===== config.mk =====
export PLATFORM = sky130hd
export DESIGN_NAME = multiword_add_ctrl
export DESIGN_NICKNAME = d
export VERILOG_FILES = /design/src/rtl/multiword_add_ctrl_pkg.sv /design/src/rtl/ripple_adder.sv /design/src/rtl/multiword_add_ctrl.sv
export SDC_FILE = /design/constraint.sdc
export NUM_CORES = 1
export LEC_CHECK = 0
export BUFFER_PORTS_ARGS = -buffer_cell sky130_fd_sc_hd__buf_2
export CORE_AREA = 2 2 91 84
export CTS_CLUSTER_DIAMETER = 150
export CTS_CLUSTER_SIZE = 30
export DETAILED_ROUTE_END_ITERATION = 12
export DIE_AREA = 0 0 93 86
export PLACE_DENSITY = 0.65
export SLEW_MARGIN = 20
export SYNTH_ARGS = -nofsm -noshare
export SYNTH_HDL_FRONTEND = slang
export SYNTH_SLANG_ARGS = --single-unit
export TNS_END_PERCENT = 10

===== constraint.sdc =====
create_clock -name CLK_I -period 3.7 [get_ports CLK_I]
set_input_delay 0.555 -clock CLK_I [delete_from_list [all_inputs] [get_ports CLK_I]]
set_output_delay 0.555 -clock CLK_I [all_outputs]
set_load 0.005 [all_outputs]

===== src/rtl/multiword_add_ctrl_pkg.sv =====
// multiword_add_ctrl_pkg: shared state encoding and index-width helper for the multiword adder.
package multiword_add_ctrl_pkg;

    typedef enum logic [1:0] {
        ST_IDLE = 2'd0,
        ST_ADD  = 2'd1,
        ST_DONE = 2'd2
    } state_t;

    function automatic int clog2(input int v);
        int r;
        r = 0;
        while ((1 << r) < v) r = r + 1;
        return r;
    endfunction

endpackage


===== src/rtl/ripple_adder.sv =====
// ripple_adder: N-bit ripple-carry adder shared by the multiword sequencer.
module ripple_adder #(
    parameter int N = 4
) (
    input  logic [N-1:0] a_i,
    input  logic [N-1:0] b_i,
    input  logic         c_i,
    output logic [N-1:0] s_o,
    output logic         c_o
);

    logic [N:0] c;

    assign c[0] = c_i;

    for (genvar i = 0; i < N; i++) begin : g_fa
        assign s_o[i]   = a_i[i] ^ b_i[i] ^ c[i];
        assign c[i+1]   = (a_i[i] & b_i[i]) | (c[i] & (a_i[i] ^ b_i[i]));
    end

    assign c_o = c[N];

endmodule


===== src/rtl/multiword_add_ctrl.sv =====
// multiword_add_ctrl: WORDS*N-bit add/subtract, one N-bit word per cycle LSW first,
// carry registered between words, valid/ready on both sides, one operation in flight.
module multiword_add_ctrl
    import multiword_add_ctrl_pkg::*;
#(
    parameter int N     = 4,
    parameter int WORDS = 4
) (
    input  logic               CLK_I,
    input  logic               RSTN_I,
    input  logic [N*WORDS-1:0] A_I,
    input  logic [N*WORDS-1:0] B_I,
    input  logic               CARRY_I,
    input  logic               SUB_I,
    input  logic               IN_VALID_I,
    output logic               IN_READY_O,
    output logic [N*WORDS-1:0] SUM_O,
    output logic               CARRY_OUT_O,
    output logic               OVF_O,
    output logic               RES_VALID_O,
    input  logic               RES_READY_I,
    output logic               BUSY_O
);

    localparam int W  = N * WORDS;
    localparam int IW = clog2(WORDS);
    localparam logic [IW-1:0] LAST = IW'(WORDS - 1);

    state_t        state_q, state_d;
    logic [W-1:0]  a_q, a_d, b_q, b_d, sum_q, sum_d;
    logic [IW-1:0] idx_q, idx_d;
    logic          cy_q, cy_d, co_q, co_d, ovf_q, ovf_d;
    logic [N-1:0]  a_w, b_w, s;
    logic          c, last;

    assign a_w  = a_q[idx_q*N +: N];
    assign b_w  = b_q[idx_q*N +: N];
    assign last = idx_q == LAST;

    ripple_adder #(.N(N)) u_add (
        .a_i (a_w),
        .b_i (b_w),
        .c_i (cy_q),
        .s_o (s),
        .c_o (c)
    );

    always_comb begin
        state_d = state_q;
        a_d     = a_q;
        b_d     = b_q;
        sum_d   = sum_q;
        idx_d   = idx_q;
        cy_d    = cy_q;
        co_d    = co_q;
        ovf_d   = ovf_q;
        case (state_q)
            ST_IDLE: if (IN_VALID_I) begin
                state_d = ST_ADD;
                a_d     = A_I;
                b_d     = SUB_I ? ~B_I : B_I;
                cy_d    = SUB_I ? 1'b1 : CARRY_I;
                idx_d   = '0;
            end
            ST_ADD: begin
                sum_d[idx_q*N +: N] = s;
                cy_d = c;
                if (last) begin
                    state_d = ST_DONE;
                    co_d    = c;
                    ovf_d   = (a_q[W-1] ~^ b_q[W-1]) & (s[N-1] ^ a_q[W-1]);
                end else begin
                    idx_d = idx_q + 1'b1;
                end
            end
            ST_DONE: state_d = RES_READY_I ? ST_IDLE : ST_DONE;
            default: state_d = ST_IDLE;
        endcase
    end

    always_ff @(posedge CLK_I or negedge RSTN_I) begin
        if (!RSTN_I) begin
            state_q <= ST_IDLE;
            a_q     <= '0;
            b_q     <= '0;
            sum_q   <= '0;
            idx_q   <= '0;
            cy_q    <= 1'b0;
            co_q    <= 1'b0;
            ovf_q   <= 1'b0;
        end else begin
            state_q <= state_d;
            a_q     <= a_d;
            b_q     <= b_d;
            sum_q   <= sum_d;
            idx_q   <= idx_d;
            cy_q    <= cy_d;
            co_q    <= co_d;
            ovf_q   <= ovf_d;
        end
    end

    assign IN_READY_O  = state_q == ST_IDLE;
    assign RES_VALID_O = state_q == ST_DONE;
    assign BUSY_O      = state_q == ST_ADD || state_q == ST_DONE;
    assign SUM_O       = sum_q;
    assign CARRY_OUT_O = co_q;
    assign OVF_O       = ovf_q;

endmodule


==> results of run 1 <==
cells by family after synthesis:
family	synth area share, %
flops	50.1
simple gates	9.57
compound gates	10.4
mux	13.9
xor+xnor	5.10
buf+inv	3.78
fa+ha+maj	7.02
state kept, by name, indices dropped and copies added, names as in the netlist:
register / cells
cy_q: 1
CARRY_OUT_O: 1
a_q: 16
b_q: 16
idx_q: 2
OVF_O: 1
SUM_O: 16
state_q: 2
stage by stage:
stage / hold WS [ns] / utilization, %
after floorplan: 0.259 / -
after global placement: 0.451 / 44.4
after detailed placement: 0.456 / 44.4
after CTS: 0.291 / 45.9
after global routing: 0.325 / 45.9
final: 0.271 / 45.9
power by group through the flow:
| stage | combinational, W | sequential (W) | clock (W) |
|---|---|---|---|
| floorplan | 0.000939 | 0.000962 | 0 |
| global placement | 0.00122 | 0.00103 | 0 |
| detailed placement | 0.00125 | 0.00103 | 0 |
| CTS | 0.00126 | 0.00101 | 0.000373 |
| global route | 0.00138 | 0.00104 | 0.000399 |
| finish | 0.00122 | 0.00100 | 0.000361 |
synth_stat cells:
cell type,instances
dfrtp_1,55
nand2_1,33
o21ai_0,24
mux2_2,17
xnor2_1,16
a22o_1,13
ha_1,9
mux4_2,5
buf_2,4
fa_1,4
inv_1,4
a21oi_1,3
buf_4,3
mux4_1,3
nor2b_1,3
buf_6,2
nand2b_1,2
nor2_1,2
nor3b_1,2
a22o_2,1
and2b_1,1
and3b_1,1
and4_1,1
and4_2,1
and4b_2,1
buf_12,1
clkbuf_1,1
nand3b_1,1
nand4_1,1
nor3b_4,1
o221a_2,1
o22a_1,1
o31ai_1,1
or2_2,1
routing by layer:
layer	track usage (%)	share of wire, %	up-vias
li1	-	-	890
met3	3.34	5.0	7
met2	22.3	46	42
met1	20.1	47	839
met5	0	0	-
met4	4.81	1.4	0
worst paths after layout:
path                                 startpoint                    to  slack (ns)
hold reg to reg            SUM_O[1]$_DFFE_PN0P_  SUM_O[1]$_DFFE_PN0P_        0.47
max in group asynchronous                RSTN_I      cy_q$_DFFE_PN0P_        2.62
setup reg to reg           idx_q[0]$_DFFE_PN0P_     OVF_O$_DFFE_PN0P_        0.25
setup / recovery           idx_q[0]$_DFFE_PN0P_     OVF_O$_DFFE_PN0P_        0.25
min in group CLK_I                       A_I[1]    a_q[1]$_DFFE_PN0P_        0.45
hold / removal                           RSTN_I   a_q[15]$_DFFE_PN0P_        0.27
area by class of cell:
type | instances | area [sq um]
clock buffers | 5 | 68.8
clock inverters | 3 | 33.8
fillers | 689 | 3770
inverters | 4 | 15.0
multi-input cells | 149 | 1260
flip-flops and latches | 55 | 1380
well taps | 93 | 116
repair buffers | 62 | 320
critical path: cells and delay by family (launching register included):
kind | cells | cell delay [ns]
adders and majority gates | 4 | 1.84
muxes | 1 | 0.57
DFF | 1 | 0.55
and+or+nand+nor | 1 | 0.20
AOI/OAI and AO/OA | 2 | 0.19
==> impl_metrics.yaml, run 1 <==
synthesis:
  seq_area_frac_synth_pct: 50.1
  ys_seq_elements: 55
  ys_warn_count: 0
  yosys.area.top_type_share_pct: 50.1
  ys_types: 34
  synth_area_leaders: "dfrtp_1, mux2_2, xnor2_1"
  synth_nets: 270
  syn_avg_cell_area_sq_um: 12.5
  netlist_area_sq_um: 2750
  syn_inst: 219
  synth_top_cell_by_area: "dfrtp_1"
route:
  drcViolationCount: 0
  ant_nets: 0
  viasPerCell: 4.79
  routedWlPerCell_microns: 14.0
  drtIter0Drc: 48
  dr.pass1.iters: 4
  routed_wl_microns: 5210
  num_vias: 1778
place:
  post-place-ws_ns: 0.247
  io_buffers: 58
  dp.cells: 363
  gp_congestion: 0.754
  dp_hpwl_microns: 3970
  dpl_cell_area_sq_um: 3090
setup_path:
  critPathMostFrequentCell: "fa_1"
  cp.required_ns: 3.91
  path_class: "register to register"
  path_max_fanout: 6
  slowest_stage: "fa_1"
  r2r_cells: 8
  cpPeakStageDelay_ns: 0.62
  crit_chain: "mux4_2 > fa_1 > fa_1 > fa_1 > fa_1 > and3b_1 > a21oi_1 > o21ai_0"
  cp-end-kind: "register"
  crit_path_start_kind: "register"
  cp.arrival_ns: 3.66
run_status:
  status: "finished clean"
power_and_ir_drop:
  combPwrFrac_pct: 47.3
  peakVddDrop_mv: 0.390
  power_density_nw_per_um2: 810
  clkPwrFrac_pct: 14.0
  power.internal_w: 0.00159
  netSwitchingFraction_pct: 38.5
  p_leak_nw: 1.51
  power_w: 0.00259
  seqPwrFrac_pct: 38.8
  p_sw_w: 0.000996
sta:
  fin_crit_sh_pct: 93.3
  tns_ns: 0
  setup_viol: 0
  slew_headroom_pct: 52.1
  fmax_mhz: 290
  hold_violations: 0
  drv_slew: 0
  max_slew.worst_pin.slew_ns: 0.718
  rsz0062_at_grt: "no"
  fin_ws_ns: 0.246
  skew_ns: 0.0115
  layout_min_cycle_time_ns: 3.45
grt:
  grt-ovfl-total: 0
  grt_max_degree: 37
  grt_pass1_wl_microns: 8870
  grt_antenna_before_repair: 0
  track_usage_pct: 14.4
  first_global_vias: 1793
finish:
  area_growth_pct: 16.4
  stdcell_area_sq_um: 3200
  antenna_cells: 0
  layout_common_cells: "buf_2, dfrtp_1, nand2_1, o21ai_0, mux2_2"
  instances_no_fill: 371
  nets: 328
  drive_gt1_share_pct: 35.3
  mostFrequentLayoutCell: "buf_2"
cts:
  cts-root-buf: "clkbuf_8"
  cts_setup_buffers: 0
  numCtsBuffers: 5
  cts_resized: 0
  cts_tree: "built"
  clk_pin_slew_ns: 0.11
  cts_hold_buffers: 0
  cts_sinks: 55
  insertion_delay_ns: 0.32
  h-tree-depth: 2
  cts_buffer_depth: 2
floorplan:
  floorplan.rows: 29
  die_w_microns: 93
  initial_core_util_pct: 39.4
  dieArea_sq_um: 8000
  die_y_microns: 86
  coreArea_sq_um: 6970
  io_pins: 59
run:
  max_cap_violations: 0
hold_path:
  min_path_type: "input pin to asynchronous set/reset pin"
Note: power is estimated with default switching activity, not from simulation.
==> run 2: changes to the inputs <==
CAP_MARGIN = 10   (was not set)
CORE_AREA = 2 2 92 85   (was 2 2 91 84)
DIE_AREA = 0 0 94 87   (was 0 0 93 86)
PLACE_DENSITY = 0.66   (was 0.65)
SYNTH_HIERARCHICAL = 1   (was not set)
clock period = 4.1 ns   (was 3.7 ns; I/O delays follow)
==> run 2 against run 1 <==
Compared with the run above: via count up 5.8%; power down 5.5%; design area up 3.6%; critical path depth up 4; synthesized cell count up 12%; register-to-register slack better by 0.35 ns; sequential power down 9.5%; combinational power down 4%; utilization down 0.62 points; non-clock buffer count unchanged; wire length up 4.1%; critical path type unchanged.
==> impl_metrics.yaml, run 2 <==
synthesis:
  synth_xor_area_share_pct: 4.93
  syn_inst: 245
  syn_avg_cell_area_sq_um: 11.6
  synthSimpleGateAreaFrac_pct: 11.9
  synth_top_cell_by_area: "dfrtp_1"
  ys_seq_elements: 55
  ys_warn_count: 6
  synth_edf_count: 0
  ys_types: 35
  synth.most_common_cell: "dfrtp_1"
  ys.flop_type: "dfrtp_1"
  netlist_area_sq_um: 2840
  yosys.area.top_type_share_pct: 48.4
  synthMuxAreaShare_pct: 13.6
  seq_area_frac_synth_pct: 48.4
  synthTopCellsByCount: "dfrtp_1, nand2_1, o21ai_0"
  synth-async-reset-ratio_pct: 100
  synth-compound-area-share_pct: 9.37
  synth_area_leaders: "dfrtp_1, mux2_2, nand2_1"
  synth_nets: 296
  synth_top_family_by_area: "multiplexers"
  synth_fa_ha_area_share_pct: 6.78
setup_path:
  critical_path.endpoint: "OVF_O$_DFFE_PN0P_"
  cp-end-kind: "register"
  path_class: "register to register"
  r2r_cells: 12
  crit_path_start_kind: "register"
  cp.arrival_ns: 3.73
  path_max_fanout: 11
  reg2reg_setup_slack_ns: 0.60
  r2r_start: "idx_q[0]$_DFFE_PN0P_"
  cp.required_ns: 4.33
  crit_chain: "mux4_1 > fa_1 > inv_1 > fa_1 > inv_1 > fa_1 > inv_1 > fa_1 > inv_1 > nor3b_1 > a21oi_1 > o21ai_0"
  crit_family: "adder cells"
  crit_buf_inv: 4
  crit_cells: 12
  slowest_stage: "mux4_1"
  cpPeakStageDelay_ns: 0.65
  cp-startpoint: "idx_q[0]$_DFFE_PN0P_"
  r2r_end: "OVF_O$_DFFE_PN0P_"
run:
  max_cap_violations: 0
grt:
  track_usage_pct: 14.1
  grt-ovfl-total: 0
  grt_pass1_wl_microns: 9220
  first_global_vias: 1879
  grt_antenna_before_repair: 0
  grt_max_degree: 55
power_and_ir_drop:
  p_leak_nw: 1.55
  peakVddDrop_mv: 0.402
  power_density_nw_per_um2: 738
cts:
  insertion_delay_ns: 0.30
  cts-root-buf: "clkbuf_8"
  cts_resized: 0
  numCtsBuffers: 5
  clk_pin_slew_ns: 0.10
  cts_setup_buffers: 0
  cts_buffer_depth: 2
  cts_tree: "built"
  cts_sinks: 55
  h-tree-depth: 2
  cts_hold_buffers: 0
route:
  routed_wl_microns: 5420
  drcViolationCount: 0
  drtIter0Drc: 113
  dr.pass1.iters: 4
  viasPerCell: 4.71
  num_vias: 1882
  ant_nets: 0
  routedWlPerCell_microns: 13.5
sta:
  skew_ns: 0.00742
  rsz0062_at_grt: "no"
  hold_violations: 0
  fin_crit_sh_pct: 85.5
  max_slew.worst_pin.slew_ns: 0.681
  slew_headroom_pct: 54.6
  fmax_mhz: 285
  setup_viol: 0
  tns_ns: 0
  drv_slew: 0
  layout_min_cycle_time_ns: 3.50
finish:
  nets: 354
  final_core_util_pct: 45.2
  instances_no_fill: 400
  drive_gt1_share_pct: 32.6
  area_growth_pct: 16.5
  layout_common_cells: "buf_2, dfrtp_1, nand2_1, o21ai_0, mux2_2"
  mostFrequentLayoutCell: "buf_2"
  antenna_cells: 0
hold_path:
  min_path_type: "input pin to asynchronous set/reset pin"
floorplan:
  die_w_microns: 94
  die_y_microns: 87
  dieArea_sq_um: 8180
  initial_core_util_pct: 38.8
  coreArea_sq_um: 7320
  floorplan.rows: 30
  io_pins: 59
place:
  io_buffers: 58
  dp_hpwl_microns: 4070
  dp.cells: 392
  gp_congestion: 0.768
run_status:
  status: "finished clean"
run 2: cell types whose count changed after synthesis, sizes merged, moves of 2 or more:
cell	change
a22o	-8
and4	-2
inv	+10
nand2	+12
nand3	+4
o21ai	+9
run 2: cell type report:
| class | count | area [sq um] |
|---|---|---|
| fill | 721 | 4010 |
| sequential | 55 | 1380 |
| multi-input combinational | 165 | 1330 |
| timing repair buffer | 62 | 320 |
| tap | 96 | 120 |
| clock buffer | 6 | 82.6 |
| inverter | 14 | 52.6 |
| clock inverter | 2 | 35.0 |
run 2: worst min-delay path by stage:
| stage | startpoint | endpoint | slack (ns) | cells past startpoint |
|---|---|---|---|---|
| final | RSTN_I | state_q[1]$_DFFE_PN0P_ | 0.07 | 1 |
| after global routing | RSTN_I | state_q[1]$_DFFE_PN0P_ | 0.06 | 1 |
| after CTS | RSTN_I | state_q[1]$_DFFE_PN0P_ | 0.06 | 1 |
| after detailed placement | RSTN_I | state_q[1]$_DFFE_PN0P_ | 0.40 | 1 |
| after global placement | RSTN_I | state_q[1]$_DFFE_PN0P_ | 0.40 | 1 |
| after floorplan | RSTN_I | CARRY_OUT_O$_DFFE_PN0P_ | 0.32 | 0 |
run 2: per-layer routing:
metal	track usage [%]	up-vias	wire length [microns]
li1	-	953	-
met1	21.2	880	2720
met2	22.0	46	2450
met3	2.77	3	231
met4	1.98	0	21
met5	0	-	0
run 2: cell families after synthesis:
logic type	Yosys count
multiplexers	25
buffers and inverters	25
AND/OR/NAND/NOR	66
XOR/XNOR	16
AO/OA/AOI/OAI	45
adder cells (fa/ha/maj)	13
flip-flops	55
run 2: power breakdown:
group / switching [W] / internal (W) / leakage (nW) / total (W)
clock: 0.000174 / 0.000198 / 0.0612 / 0.000372
sequential: 0.000145 / 0.000760 / 0.696 / 0.000905
combinational: 0.000630 / 0.000537 / 0.791 / 0.00117
total: 0.000950 / 0.00149 / 1.55 / 0.00244
run 2: through the flow:
step,area (sq um),total power [W],hold slack (ns),setup slack (ns)
2_1_floorplan,2840,0.00177,0.319,0.937
3_3_place_gp,3190,0.00206,0.400,0.708
3_5_place_dp,3190,0.00210,0.400,0.589
4_1_cts,3310,0.00247,0.0632,0.589
5_1_grt,3310,0.00264,0.0557,0.436
6_report,3310,0.00244,0.0712,0.595
==> run 3: changes to the inputs <==
CORE_AREA = 2 2 91 84   (was 2 2 92 85)
DIE_AREA = 0 0 93 86   (was 0 0 94 87)
PLACE_DENSITY = 0.65   (was 0.66)
SYNTH_HIERARCHICAL = not set   (was 1)
==> run 3 against run 2 <==
Compared with the run above: fmax up 3.6%; via count down 4.6%; wire length down 4.0%; power down 4.4%; first-iteration DRC count down 60%; design area down 4.0%; critical path type unchanged; register-to-register slack better by 0.12 ns; sequential share of layout area up 1.7 points; critical path depth down 4; highest routed layer unchanged.
==> impl_metrics.yaml, run 3 (synthesis results as in run 1) <==
power_and_ir_drop:
  power_density_nw_per_um2: 735
  p_sw_w: 0.000905
  power.internal_w: 0.00143
  combPwrFrac_pct: 48.6
  peakVddDrop_mv: 0.475
  clkPwrFrac_pct: 13.0
  p_leak_nw: 1.51
  netSwitchingFraction_pct: 38.7
  seqPwrFrac_pct: 38.5
grt:
  grt_util_met2_pct: 22.8
  track_usage_pct: 14.1
  use_met1_pct: 19.5
  first_global_vias: 1805
  grt_util_met3_pct: 3.16
  grt_antenna_before_repair: 0
  busiest_layer: "met2"
  grt-ovfl-total: 0
  grt_pass1_wl_microns: 8760
  grt_max_degree: 31
place:
  io_buffers: 58
  gp_congestion: 0.749
  dp_hpwl_microns: 4020
  post-place-ws_ns: 0.700
cts:
  cts_sinks: 55
  insertion_delay_ns: 0.32
  cts_tree: "built"
  cts_hold_buffers: 0
  numCtsBuffers: 5
  cts-root-buf: "clkbuf_8"
  cts_resized: 0
  cts_buffer_depth: 2
  clk_pin_slew_ns: 0.10
  cts_setup_buffers: 0
  h-tree-depth: 2
setup_path:
  reg2reg_setup_slack_ns: 0.72
  cp.arrival_ns: 3.59
  cp-end-kind: "register"
  cp.required_ns: 4.31
  path_class: "register to register"
  path_max_fanout: 6
  crit_path_start_kind: "register"
sta:
  max_slew.worst_pin.slew_ns: 0.672
  tns_ns: 0
  fin_ws_ns: 0.718
  hold_violations: 0
  fmax_mhz: 296
  drv_slew: 0
  hold_slack_ns: 0.305
  setup_viol: 0
  fin_crit_sh_pct: 82.5
  slew_headroom_pct: 55.1
  skew_ns: 0.00383
  rsz0062_at_grt: "no"
  layout_min_cycle_time_ns: 3.38
route:
  viasPerCell: 4.84
  num_vias: 1795
  drcViolationCount: 0
  ant_nets: 0
  dr.pass1.iters: 4
  routed_wl_microns: 5200
  routedWlPerCell_microns: 14.0
  drtIter0Drc: 45
finish:
  final_core_util_pct: 45.7
  fill_cells: 671
  multiInputGateArea_sq_um: 1260
  layout_common_cells: "buf_2, dfrtp_1, nand2_1, o21ai_0, mux2_2"
  nets: 328
  seqCellArea_sq_um: 1380
  area_growth_pct: 15.9
  antenna_cells: 0
  mostFrequentLayoutCell: "buf_2"
  drive_gt1_share_pct: 35.3
run:
  max_cap_violations: 0
floorplan:
  floorplan.rows: 29
  io_pins: 59
  dieArea_sq_um: 8000
  die_w_microns: 93
  initial_core_util_pct: 39.4
  coreArea_sq_um: 6970
  die_y_microns: 86
hold_path:
  min_path_type: "input pin to asynchronous set/reset pin"
run_status:
  status: "finished clean"
==> run 3: changes by cell type in the layout (fill, tap and decap cells not counted), moves of 4 or more <==
cell     previous run  this run
nand3_1             4         0
nand2_1            45        33
o21ai_0            28        24
inv_1              14         4
a22o_1              5        13
o21ai_1             5         0
==> run 3: final timing paths <==
check / startpoint / end / depth (start not counted)
max: idx_q[0]$_DFFE_PN0P_ / OVF_O$_DFFE_PN0P_ / 8
min: RSTN_I / state_q[1]$_DFFE_PN0P_ / 1
max reg2reg: idx_q[0]$_DFFE_PN0P_ / OVF_O$_DFFE_PN0P_ / 8
min reg2reg: SUM_O[1]$_DFFE_PN0P_ / SUM_O[1]$_DFFE_PN0P_ / 2
max in group asynchronous: RSTN_I / b_q[12]$_DFFE_PN0P_ / 2
min in group CLK_I: SUM_O[1]$_DFFE_PN0P_ / SUM_O[1]$_DFFE_PN0P_ / 2
==> run 3: worst max-delay path: stages (launching register included) <==
cell and delay (ns):
dfrtp_1 0.46, mux4_2 0.55, fa_1 0.41, fa_1 0.40
fa_1 0.40, fa_1 0.65, and3b_1 0.21, a21oi_1 0.11
o21ai_0 0.08
==> run 3: routing by layer <==
layer	part of all wire, %	wire length, microns
met5	0	0
met4	0.98	51
met3	4.7	243
met2	46	2410
met1	48	2500
==> run 3: final cells by class <==
| cell class | count | share of cell area (%) |
|---|---|---|
| clock buffer | 5 | 2.16 |
| clock inverter | 3 | 0.590 |
| inverter | 4 | 0.472 |
| multi-input combinational | 149 | 39.8 |
| sequential | 55 | 43.3 |
| tap | 93 | 3.66 |
| timing repair buffer | 62 | 10.1 |
==> run 3: through the flow <==
stage	std cells	area (sq um)	total power, W
finish	371	3180	0.00234
global route	371	3180	0.00252
CTS	371	3180	0.00237
detailed placement	363	3090	0.00207
global placement	363	3090	0.00203
floorplan	219	2750	0.00172
==> run 3: power by group through the flow <==
stage / combinational [W] / sequential, W / clock, W
floorplan: 0.000848 / 0.000868 / 0
global placement: 0.00112 / 0.000915 / 0
detailed placement: 0.00115 / 0.000920 / 0
CTS: 0.00115 / 0.000906 / 0.000312
global route: 0.00125 / 0.000935 / 0.000333
finish: 0.00114 / 0.000899 / 0.000303
